**src/rtl/rx_frame_ctrl_pkg.sv**
```systemverilog
// Shared UART receive definitions: FSM state encoding and bit timing.
// Used by the rx frame controller and its bit counter.
package rx_frame_ctrl_pkg;

    typedef enum logic [2:0] {
        IDLE   = 3'd0,
        START  = 3'd1,
        DATA   = 3'd2,
        PARITY = 3'd3,
        STOP   = 3'd4
    } state_t;

    localparam int BITS_PER_SAMPLE = 16;
    localparam int DEF_SAMPLE_PT   = 7;

endpackage

```
**src/rtl/rx_frame_ctrl_bit_counter.sv**
```systemverilog
// Data bit index counter for the rx frame controller.
// Cleared on start-bit confirmation, stepped once per sampled data bit.
module rx_bit_counter #(
    parameter int DATA_BITS = 8
) (
    input  logic clk,
    input  logic rst,
    input  logic clr,
    input  logic inc,
    output logic done
);

    localparam int IW = (DATA_BITS > 1) ? $clog2(DATA_BITS) : 1;

    logic [IW-1:0] cnt;

    always_ff @(posedge clk) begin
        if (rst) begin
            cnt <= '0;
        end else if (clr) begin
            cnt <= '0;
        end else if (inc) begin
            cnt <= cnt + 1'b1;
        end
    end

    assign done = (cnt == IW'(DATA_BITS - 1));

endmodule

```
**src/rtl/rx_frame_ctrl.sv**
```systemverilog
// UART receive frame controller: start detect, mid-bit sampling, stop check.
// Define RX_PARITY_EN to add an even-parity bit between data and stop.
module rx_frame_ctrl
    import rx_frame_ctrl_pkg::*;
#(
    parameter int DATA_BITS   = 8,
    parameter int SAMPLE_PT   = DEF_SAMPLE_PT,
    parameter int SYNC_STAGES = 2
) (
    input  logic                 clk,
    input  logic                 rst,
    input  logic                 rx_in,
    input  logic [3:0]           bsc_count,
    output logic                 bsc_en,
    output logic [DATA_BITS-1:0] data_out,
    output logic                 data_valid,
    output logic                 frame_err,
    output logic                 parity_err,
    output logic                 busy
);

    logic [SYNC_STAGES-1:0] sync_q;
    logic                   rx_s;
    logic                   samp;

    state_t                 state_q, state_n;
    logic [DATA_BITS-1:0]   shift_q, shift_n;
    logic [DATA_BITS-1:0]   dout_n;
    logic [DATA_BITS:0]     shift_ext;
    logic                   dv_n, fe_n, pe_n;
    logic                   bit_clr, bit_inc, bit_done;
    logic                   par_bad;

    // Idle-high line: reset to 1 so reset release never looks like a start bit.
    always_ff @(posedge clk) begin
        if (rst) begin
            sync_q <= '1;
        end else begin
            sync_q <= {sync_q[SYNC_STAGES-2:0], rx_in};
        end
    end

    assign rx_s      = sync_q[SYNC_STAGES-1];
    assign samp      = bsc_en && (bsc_count == 4'(SAMPLE_PT));
    assign shift_ext = {rx_s, shift_q};

`ifdef RX_PARITY_EN
    logic par_q, par_n;

    always_ff @(posedge clk) begin
        if (rst) begin
            par_q <= 1'b0;
        end else begin
            par_q <= par_n;
        end
    end

    assign par_bad = par_q ^ (^shift_q);
`else
    assign par_bad = 1'b0;
`endif

    rx_bit_counter #(
        .DATA_BITS(DATA_BITS)
    ) u_bit_cnt (
        .clk (clk),
        .rst (rst),
        .clr (bit_clr),
        .inc (bit_inc),
        .done(bit_done)
    );

    always_comb begin
        state_n = state_q;
        shift_n = shift_q;
        dout_n  = data_out;
        dv_n    = 1'b0;
        fe_n    = 1'b0;
        pe_n    = 1'b0;
        bit_clr = 1'b0;
        bit_inc = 1'b0;
`ifdef RX_PARITY_EN
        par_n   = par_q;
`endif
        unique case (state_q)
            IDLE: begin
                if (!rx_s) state_n = START;
            end
            START: begin
                if (samp) begin
                    if (!rx_s) begin
                        state_n = DATA;
                        bit_clr = 1'b1;
                    end else begin
                        state_n = IDLE;
                    end
                end
            end
            DATA: begin
                if (samp) begin
                    shift_n = shift_ext[DATA_BITS:1];
                    bit_inc = 1'b1;
                    if (bit_done) begin
`ifdef RX_PARITY_EN
                        state_n = PARITY;
`else
                        state_n = STOP;
`endif
                    end
                end
            end
`ifdef RX_PARITY_EN
            PARITY: begin
                if (samp) begin
                    par_n   = rx_s;
                    state_n = STOP;
                end
            end
`endif
            STOP: begin
                if (samp) begin
                    fe_n    = !rx_s;
                    pe_n    = par_bad;
                    dv_n    = rx_s && !par_bad;
                    state_n = IDLE;
                    if (rx_s && !par_bad) dout_n = shift_q;
                end
            end
            default: state_n = IDLE;
        endcase
    end

    always_ff @(posedge clk) begin
        if (rst) begin
            state_q    <= IDLE;
            shift_q    <= '0;
            data_out   <= '0;
            data_valid <= 1'b0;
            frame_err  <= 1'b0;
            parity_err <= 1'b0;
            bsc_en     <= 1'b0;
            busy       <= 1'b0;
        end else begin
            state_q    <= state_n;
            shift_q    <= shift_n;
            data_out   <= dout_n;
            data_valid <= dv_n;
            frame_err  <= fe_n;
            parity_err <= pe_n;
            bsc_en     <= (state_n != IDLE);
            busy       <= (state_n != IDLE);
        end
    end

endmodule

```
**config.mk**
```make
export PLATFORM = sky130hd
export DESIGN_NAME = rx_frame_ctrl
export DESIGN_NICKNAME = d
export VERILOG_FILES = /design/src/rtl/rx_frame_ctrl_pkg.sv /design/src/rtl/rx_frame_ctrl_bit_counter.sv /design/src/rtl/rx_frame_ctrl.sv
export SDC_FILE = /design/constraint.sdc
export NUM_CORES = 1
export LEC_CHECK = 0
export ABC_AREA = 1
export BUFFER_PORTS_ARGS = -buffer_cell sky130_fd_sc_hd__buf_2
export CORE_UTILIZATION = 56
export DETAILED_ROUTE_END_ITERATION = 16
export PLACE_DENSITY = 0.8
export SLEW_MARGIN = 20
export SYNTH_ARGS = -nofsm -noshare
export SYNTH_HDL_FRONTEND = slang
export SYNTH_SLANG_ARGS = --single-unit
export TNS_END_PERCENT = 1
```
**constraint.sdc**
```tcl
create_clock -name clk -period 4 [get_ports clk]
set_clock_uncertainty 0.2 [all_clocks]
set_input_delay 0.6 -clock clk [delete_from_list [all_inputs] [get_ports clk]]
set_output_delay 0.6 -clock clk [all_outputs]
set_load 0.01 [all_outputs]
```
**Word-level counts from Yosys, hierarchy flattened**

Index checks and enable logic that the tools add are counted.

- Bits in latches: 0
- Memory bits (writable): 0
- Input bits: 7
- Memory bits (read-only): 0
- Logic and storage cells: 36
- Output and inout bits: 13
- Memories kept: 0
- Register bits: 27

- Divide/modulo/power cells: 0
- $add $sub $neg: 1
- Eq/ne operators: 5
- Shift operators: 0
- Mux-type cells: 12
- Multipliers: 0
- $lt $le $gt $ge: 0
- Bitwise logic cells: 2
- Reduce and logical (&&, ||, !) cells: 8

Operators with widths:

| cell | count |
|---|---|
| $mux W3 | 5 |
| $pmux W3 S4 | 1 |
| $eq A3 B3 Y1 const B | 2 |
| $mux W1 | 5 |
| $eq A4 B3 Y1 const B | 1 |
| $add A3 B1 Y3 const B | 1 |
| $eq A3 B1 Y1 const B | 1 |
| $eq A3 B2 Y1 const B | 1 |
| $logic_not A3 Y1 | 1 |
| $reduce_and A3 Y1 | 1 |
| $reduce_bool A3 Y1 | 1 |
| $reduce_or A3 Y1 | 1 |
| $mux W2 | 1 |
| $not A1 Y1 | 2 |
| $reduce_and A2 Y1 | 1 |
| $reduce_or A2 Y1 | 1 |
| $logic_and A1 B1 Y1 | 1 |
| $logic_not A1 Y1 | 1 |

**Logic depth before layout (Yosys ltp)**

- Depth after elaboration: 5
- Gate-level depth with buffers: 8
- Mapped depth without buffers: 7

**Cells and area by module**

From an unflattened synthesis, not the netlist that was laid out.

- Cells, all modules: 159
- Area, all modules: 1139.8 um^2

Modules (own cells, without submodules):

| module | area each (um^2) | instances | sequential area each (um^2) | cells an instance |
|---|---|---|---|---|
| rx_frame_ctrl | 984.7 | 1 | 480.5 | 136 |
| rx_bit_counter | 155.1 | 1 | 60.1 | 23 |

**Worst setup path before layout**

Ideal clock, no wire load.

- Path kind: input -> register
- From: input bsc_count[3]
- To: register shift_q[1]
- Arrival time: 1.251 ns
- Required time: 3.684 ns
- Buffers on the path: 1
- Setup time: 0.116 ns
- Stages: 7
- Setup slack: 2.433 ns
- Path through: inv_1 > nand3_2 > nor2_4 > nand2_2 > buf_2 > o21ai_0 > nor2_1

- Word-level cells in the longest chain between the ends: 3

RTL lines:

| what | line | text |
|---|---|---|
| start, declared | rx_frame_ctrl.sv:13 | `input logic [3:0] bsc_count,` |
| $eq A4 B3 Y1 | rx_frame_ctrl.sv:44 | `assign samp = bsc_en && (bsc_count == 4'(SAMPLE_PT));` |
| $logic_and A1 B1 Y1 | rx_frame_ctrl.sv:44 |  |
| $reduce_and A2 Y1 (no source line) | -- |  |
| end signal, assigned | rx_frame_ctrl.sv:145 | `shift_q <= shift_n;` |
| end, declared | rx_frame_ctrl.sv:27 | `logic [DATA_BITS-1:0] shift_q, shift_n;` |

Every way passes these cells.
A chain may end at the register's enable or synchronous reset.

==> run summary <==
The achievable clock frequency came out at roughly 600 MHz. The worst setup path is launched from a flip-flop. The final global-route overflow total is 0.

The number of nets produced by synthesis is roughly 150. A synthesized cell averages roughly 7.8 µm². Dividing the detail-routed via count by the number of cells gives 4.654. The initialized floorplan defines 15 standard-cell rows. The count of routing violations after the opening detailed-route iteration came out at 12. The growth of design area from synthesis to finish is 10.29%. The number of iterations in the first detailed-routing pass came out at 4.

The cell count after synthesis is between 100 and 150. The post-route minimum period came out at 1.665 ns. The number of global-route vias before repair is about 700. Setup repair after global routing left no endpoint under its margin. Sorting the synthesized cells by area gives the leading types as sky130_fd_sc_hd__dfxtp_1, sky130_fd_sc_hd__nor2_1, sky130_fd_sc_hd__o21ai_0, sky130_fd_sc_hd__nand2_1, sky130_fd_sc_hd__inv_1.

The number of pins with negative max-slew slack in the final report was 0. The final cycle utilization of the critical path came out at 41.63%. sky130_fd_sc_hd__dfxtp_1 takes more of the synthesized area than any other cell. The total power per unit cell area is between 300 and 400 nW/µm². The sequential-to-total area share from yosys stat came out at approximately half. 0 antenna diodes ended up in the layout. The worst ir drop on vdd is between 0.2 and 0.3 mV. The routed metal-1 wirelength came out at ~860 µm. The path class of the tightest hold or removal check is reg -> reg. The maximum fanout along the worst path is 4. The HPWL after detailed placement is 1249 µm.

The number of sinks driven by the clock tree came out at 27. The tree is rooted in a sky130_fd_sc_hd__clkbuf_4. The post-route cell area came out at between 1000 and 1500 µm². The area of placed instances came out at about 1200 µm². The run finished with clean final reports. The flop-to-flop setup slack is 2.56 ns.

The core area came out at roughly 1800 µm². The die is roughly 46 µm wide. The detailed router placed 833 vias in this run. The worst path required time is about 3.2 ns. The final net count came out at about 160. The post-synthesis cell type count came out at 23.

CTS built an H-tree with a depth of 1. After synthesis, the share of flip-flops with an asynchronous set or reset is 0%. The TritonCTS buffer count is 3. The proportion of netlist area held by the largest area contributor came out at 50.53%.

The final core area utilization is about two thirds. During I/O placement, the number of pins put on the boundary was 20. Gates resized during post-CTS repair numbered 0. The overall power came out at between 0.4 and 0.5 mW. The number of placed instances, taps included came out at about 180.

The worst-case clock buffer depth is 2. The wire length of the first global-routing pass came out at between 2000 and 3000 µm. The clock tree from TritonCTS is yes. The count of buffers from port buffering came out at 18. The number of flops mapped to enable cells by yosys is 0.

The count of yosys warnings during synthesis is 0. Among cell families on the critical path, the largest total delay comes from flip-flops. The netlist area before placement is 1070 µm². The clock transition time at the flip-flop clock pins of the worst setup and hold paths came out at roughly 0.13 ns. The accumulated negative setup slack came out at 0 ns. The count of maximum capacitance violations came out at 0. The sequential cells in the finished layout cover a total of between 500 and 600 µm². The height of the die is about 46 µm. Detailed routing placed a total of just under 60 µm of wire on met3. The number of hold-repair buffers added at the cts stage came out at 0. Dividing the detail-routed wire length by the instance count gives ~9 µm. The combined area of the multi-input logic cells came out at approximately 440 µm².

The final cell count without fillers came out at roughly 180. The buffer count from post-CTS setup fixing is 0. The die area is 2089 µm². The flip-flop and latch count after synthesis came out at 27. For this run, the leading register cell type out of synthesis is sky130_fd_sc_hd__dfxtp_1. The remaining antenna violation count after routing is 0.

The maximum cell stage delay along the critical path is approximately 0.40 ns. The total detailed-routing wirelength came out at 1628 µm. The initial core utilization is between 60% and 70%.

The worst path buffer plus inverter count is 1. The kind of critical path is reg -> out. The clock network latency to the later pin of the worst-skew pair is roughly 0.32 ns. The placer congestion estimate came out at around 0.86. The leakage component of the power came out at between 0.5 and 0.6 nW. In the final layout, the share of cells above drive strength 1 is between 20% and 30%. The worst setup path is captured at an output port. The total length of routed met2 wires is between 600 and 700 µm. Setup violations remaining at the end of the flow were counted as 0.

Global routing used a little under a fifth of the available tracks. The arrival time at the worst endpoint is around 0.87 ns. The initial antenna violation count came out at 0.

The number of DRC violations after detailed routing is 0. The detailed router used layers up to and including met4. The signal on the critical path passes through buf_2. Counting the fill cells in the layout gives 178. The maximum number of pins on one net before global-route repair is 21. The largest individual stage delay along the critical path comes from the cell sky130_fd_sc_hd__dfxtp_1. The count of endpoints failing hold in the final timing report is 0.
[state kept, by name, indices dropped and copies added, names as in the netlist]
name           flops
data_valid         1
frame_err          1
data_out           8
busy               1
state_q            3
u_bit_cnt.cnt      3
sync_q             2
shift_q            8
[per-layer routing]
layer / track usage (%) / vias up
met2: 29.43 / 16
met3: 3.571 / 4
li1: - / 464
met1: 24.01 / 349
met5: 0 / -
met4: 7.059 / 0
[kinds of logic (layout without fill, tap and decap cells)]
logic type / Yosys count / in the layout / share of synthesized area (%)
AOI/OAI and AO/OA: 20 / 20 / 9.356
buffers and inverters: 20 / 36 / 8.652
and+or+nand+nor: 68 / 68 / 28.77
adders and majority gates: 2 / 2 / 2.339
DFF: 27 / 27 / 50.53
other: 1 / 1 / 0.3505
[worst paths after layout]
| path | startpoint | to | cells after the start |
|---|---|---|---|
| max | busy | bsc_en | 1 |
| min | sync_q[0] | sync_q[1] | 1 |
| max reg2reg | busy | u_bit_cnt.cnt[2] | 6 |
| min reg2reg | sync_q[0] | sync_q[1] | 1 |
[cell usage in the layout (no fill, tap or decap), types with 3 or more instances in the layout]
cell type and count:
sky130_fd_sc_hd__buf_2 18, sky130_fd_sc_hd__clkbuf_4 3, sky130_fd_sc_hd__dfxtp_1 27, sky130_fd_sc_hd__a21oi_1 3, sky130_fd_sc_hd__o21ai_0 17, sky130_fd_sc_hd__inv_1 12
sky130_fd_sc_hd__nand3_1 5, sky130_fd_sc_hd__nand2_1 18, sky130_fd_sc_hd__nor2_1 35
[report_power, final]
group	internal [mW]	total, mW	leakage [nW]	switching (mW)
Sequential	0.271	0.273	0.218	0.00194
Combinational	0.00672	0.0173	0.315	0.0106
Clock	0.0374	0.114	0.0177	0.0770
Total	0.315	0.405	0.550	0.0895
[through the flow]
stage	hold slack, ns	worst slack, ns
floorplan	0.1895	2.433
global placement	0.1963	2.253
detailed placement	0.2022	2.213
CTS	0.2366	2.327
global route	0.2494	2.278
finish	0.2289	2.335
[synthesized netlist by cell type (2+ instances only)]
cell                      count
sky130_fd_sc_hd__ha_1         2
sky130_fd_sc_hd__dfxtp_1     27
sky130_fd_sc_hd__nor2_1      35
sky130_fd_sc_hd__o21ai_0     17
sky130_fd_sc_hd__buf_4        2
sky130_fd_sc_hd__or2_2        2
sky130_fd_sc_hd__nand3_2      2
sky130_fd_sc_hd__nand3_1      5
sky130_fd_sc_hd__nand2_1     18
sky130_fd_sc_hd__inv_1       12
sky130_fd_sc_hd__a21oi_1      3
sky130_fd_sc_hd__nand4_1      2
[area by class of cell]
class,instances,share of cell area [%]
multi-input cells,91,37.01
repair buffers,18,7.635
well taps,25,2.651
clock inverters,1,0.4242
clock buffers,3,1.909
inverters,14,4.560
flip-flops and latches,27,45.81
No activity file was read; power rests on OpenSTA's default activity.
